## src/rtl/cc_branch_unit.sv

```systemverilog
// Condition-code holder and Bicc branch sequencer: stores icc from cc-modifying
// ALU ops, evaluates branch conditions on the stored icc, and runs the delay slot.
module cc_branch_unit #(
    parameter logic [3:0] CC_RST       = 4'b0000,
    parameter bit         TRAP_ON_DCTI = 1'b1
) (
    input  logic       clk,
    input  logic       reset,
    input  logic       inst_valid,
    input  logic       cc_we,
    input  logic       n_in,
    input  logic       z_in,
    input  logic       c_in,
    input  logic       v_in,
    input  logic       br_valid,
    input  logic [3:0] cond,
    input  logic       annul,
    output logic       cc_n,
    output logic       cc_z,
    output logic       cc_c,
    output logic       cc_v,
    output logic       ci_out,
    output logic       take_branch,
    output logic       in_delay,
    output logic       squash,
    output logic       dcti_err
);

    typedef enum logic {IDLE, DELAY} state_t;

    state_t     state, state_nx;
    logic [3:0] icc;
    logic       eval;
    logic       take_nx, in_delay_nx, squash_nx, dcti_nx;

    // Low three bits select the base test; cond[3] complements it (BA = ~BN, ...).
    function automatic logic cond_eval(input logic [3:0] c, input logic [3:0] f);
        logic n, z, cy, v, base;
        n  = f[3];
        z  = f[2];
        cy = f[1];
        v  = f[0];
        case (c[2:0])
            3'd0:    base = 1'b0;
            3'd1:    base = z;
            3'd2:    base = z | (n ^ v);
            3'd3:    base = n ^ v;
            3'd4:    base = cy | z;
            3'd5:    base = cy;
            3'd6:    base = n;
            default: base = v;
        endcase
        return base ^ c[3];
    endfunction

    assign eval = cond_eval(cond, icc);

    always_comb begin
        state_nx    = state;
        take_nx     = 1'b0;
        in_delay_nx = in_delay;
        squash_nx   = squash;
        dcti_nx     = dcti_err;
        case (state)
            IDLE: begin
                if (inst_valid && br_valid) begin
                    take_nx     = eval;
                    squash_nx   = annul & (~eval | (cond == 4'b1000));
                    in_delay_nx = 1'b1;
                    state_nx    = DELAY;
                end
            end
            DELAY: begin
                // A branch sitting in the delay slot is never evaluated.
                if (inst_valid) begin
                    if (br_valid && TRAP_ON_DCTI)
                        dcti_nx = 1'b1;
                    in_delay_nx = 1'b0;
                    squash_nx   = 1'b0;
                    state_nx    = IDLE;
                end
            end
            default: state_nx = IDLE;
        endcase
    end

    always_ff @(posedge clk or posedge reset) begin
        if (reset) begin
            state       <= IDLE;
            take_branch <= 1'b0;
            in_delay    <= 1'b0;
            squash      <= 1'b0;
            dcti_err    <= 1'b0;
        end else begin
            state       <= state_nx;
            take_branch <= take_nx;
            in_delay    <= in_delay_nx;
            squash      <= squash_nx;
            dcti_err    <= dcti_nx;
        end
    end

    // An annulled delay-slot instruction must not disturb icc.
    always_ff @(posedge clk or posedge reset) begin
        if (reset)
            icc <= CC_RST;
        else if (inst_valid && cc_we && !squash)
            icc <= {n_in, z_in, c_in, v_in};
    end

    assign {cc_n, cc_z, cc_c, cc_v} = icc;
    assign ci_out                   = icc[1];

endmodule

```

## config.mk

```make
export PLATFORM = sky130hd
export DESIGN_NAME = cc_branch_unit
export DESIGN_NICKNAME = d
export VERILOG_FILES = /design/src/rtl/cc_branch_unit.sv
export SDC_FILE = /design/constraint.sdc
export NUM_CORES = 1
export LEC_CHECK = 0
export ABC_AREA = 1
export BUFFER_PORTS_ARGS = -buffer_cell sky130_fd_sc_hd__buf_2
export CORE_MARGIN = 2
export CORE_UTILIZATION = 25
export CTS_BUF_LIST = sky130_fd_sc_hd__clkbuf_16
export CTS_CLUSTER_SIZE = 30
export DETAILED_ROUTE_END_ITERATION = 6
export HOLD_SLACK_MARGIN = 0.15
export PLACE_DENSITY_LB_ADDON = 0.05
export SLEW_MARGIN = 20
export SYNTH_ARGS = -nofsm -noshare
export SYNTH_HDL_FRONTEND = slang
export SYNTH_SLANG_ARGS = --single-unit
export TNS_END_PERCENT = 10
```

## constraint.sdc

```tcl
create_clock -name clk -period 1.3 [get_ports clk]
set_input_delay 0.065 -clock clk [delete_from_list [all_inputs] [get_ports clk]]
set_output_delay 0.065 -clock clk [all_outputs]
set_load 0.02 [all_outputs]
```

==> results_dict.tcl <==
set metrics [dict create \
    grt_max_degree 10 \
    layout_commonest_cell "buf_2" \
    finalHoldViolations 0 \
    hold_path.class "input port to flop" \
    reg2reg_slack_ns 0.14 \
    max_slew_margin_pct 76.9 \
    final_antenna_net_count 0 \
    grt_pass1_wl_um 1660 \
    rows 15 \
    hp-start "cond[3]" \
    ys_seq_area_share_pct 48.3 \
    fill_cells 189 \
    status "complete, no violations" \
    whs_endpoint "take_branch" \
    vias 485 \
    setup-tns-final_ns 0 \
    cap_violations 0 \
    synth_warnings 0 \
    cts.sinks 9 \
    fmax_mhz 865 \
    io_pins 23 \
    grt_pass1_vias 416 \
    period_minus_slack_ns 1.16 \
    portBuffers 22 \
    post_cts_resized 0 \
    drc 0 \
    core-area_mm2 0.00175 \
    firstDrtPassIters 4 \
    worst_skew_pair.late_latency_ns 0.23 \
    wl_um 1010 \
    areaGrowthSynthToFinish_pct 62.7 \
    worstSetupEndpointType "flop" \
    required_ns 1.41 \
    grt_antenna_before_repair 0 \
    fin_crit_sh_pct 89.0 \
    synth_nets 73 \
    clk_pin_slew_ns 0.04 \
    diodes 0 \
    hold_buffers 8 \
    cp.arrival_ns 1.26 \
    crit_path_max_fanout 6 \
    start_util_pct 26.7 \
    post_cts_buffers 0 \
    cts_tree "done" \
    globalRouteOverflowTotal 0 \
    final_util_pct 43.5 \
    r2r_cells 2 \
    synth_area_um2 467 \
    die_x_um 47.2 \
    final_max_slew_viol_count 0 \
    syn_avg_cell_area_um2 7.91 \
    cts_buffers 3 \
    finClkSkew_ns 0.000684 \
    rr_endpoint "icc[1]" \
    r2r-start "squash" \
    leakage_nw 0.413 \
    start_kind "flop" \
    drive_gt1_share_pct 32.6 \
    crit_type "flop to flop" \
    die_h_um 47.2 \
    holdWs_ns 0.192 \
    ir_worst_vdd_uv 1020 \
    setup_slack_ns 0.143 \
    multi_input_area_um2 193 \
    dieArea_mm2 0.00223 \
    worstMarginPinSlew_ns 0.346 \
    drt-initial-drc-count 8 \
    hpwl_um 827 \
    synth-seq-cells 9 \
    nets 107 \
    setup_viol 0 \
    syn_inst 59 \
    powerDensity_mw_per_mm2 1470 \
    routedWlPerCell_um 8.67 \
    power_mw 1.11 \
    final_cell_mix "buf_2, nand2_1, inv_1, nand3_1, dfrtp_1" \
    dp_slack_ns 0.150 \
    clockRootBuffer "clkbuf_16" \
    viasPerCell 4.15 \
    rsz0062_at_grt "false" \
    routabilityCongestion 0.762 \
    track_usage_pct 11.0 \
    htree_num_levels 1 \
    holdPathStages 4 \
    clockBufferDepth 2 \
    seq_area_um2 225 \
    synth_cell_types 15 \
]
## how the worst max path moves through the flow
stage / from / endpoint / slack, ns / depth (start not counted)
after floorplan: squash / icc[1] / 0.13 / 2
after global placement: squash / icc[2] / 0.14 / 2
after detailed placement: squash / icc[2] / 0.15 / 2
after CTS: squash / icc[1] / 0.14 / 2
after global routing: icc[3] / squash / 0.04 / 8
final: squash / icc[1] / 0.14 / 2
## synthesized netlist by cell type
cell | number | share of area, %
nand2_1 | 14 | 11
dfrtp_1 | 9 | 48
inv_1 | 9 | 7.2
nand3_1 | 9 | 9.7
nor2_1 | 5 | 4.0
a21oi_1 | 2 | 2.1
inv_2 | 2 | 1.6
mux2_1 | 2 | 4.8
a21oi_2 | 1 | 1.9
buf_4 | 1 | 1.6
nand2_2 | 1 | 1.3
nand3b_2 | 1 | 2.4
o21ai_0 | 1 | 1.1
o21ai_1 | 1 | 1.1
o21bai_1 | 1 | 1.6
## final cells by class
type                       count  share of cell area (%)
sequential                     9                    29.7
multi-input combinational     38                    25.4
timing repair buffer          30                    25.0
clock buffer                   3                    9.88
inverter                      11                    5.44
tap                           25                    4.12
clock inverter                 1                   0.494
## layer usage
metal	share of wire, %	vias up	track usage, %	routed length [um]
met5	0	-	0	0
met4	0.99	0	5.00	10
met3	6.8	2	4.62	69
met2	44	13	16.2	449
met1	48	221	14.2	484
li1	-	249	-	-
## power by group
part / internal [mW] / total [mW] / switching [mW] / leakage [nW]
logic: 0.102 / 0.248 / 0.146 / 0.266
registers: 0.321 / 0.351 / 0.0303 / 0.105
clock network: 0.400 / 0.515 / 0.115 / 0.0423
total: 0.823 / 1.11 / 0.291 / 0.413
## registers in the layout, indices dropped and copies added, names as in the netlist
| name | cells |
|---|---|
| state | 1 |
| dcti_err | 1 |
| take_branch | 1 |
| in_delay | 1 |
| icc | 4 |
| squash | 1 |
## cells by family after synthesis
kind of cell	count (synthesis)	share of synthesized area, %
and+or+nand+nor	30	28.7
buffers and inverters	12	10.5
DFF	9	48.3
AOI/OAI and AO/OA	6	7.77
muxes	2	4.83
## metrics by stage
stage | instance area [um2] | cells
4_1_cts | 759 | 117
5_1_grt | 759 | 117
6_report | 759 | 117
3_3_place_gp | 601 | 105
2_1_floorplan | 467 | 59
3_5_place_dp | 601 | 105
## worst max-delay path, stage by stage, from the launching register on
cell and delay (ns):
dfrtp_1 0.39, nand3b_2 0.30, mux2_1 0.35
Note: power is estimated with default switching activity, not from simulation.
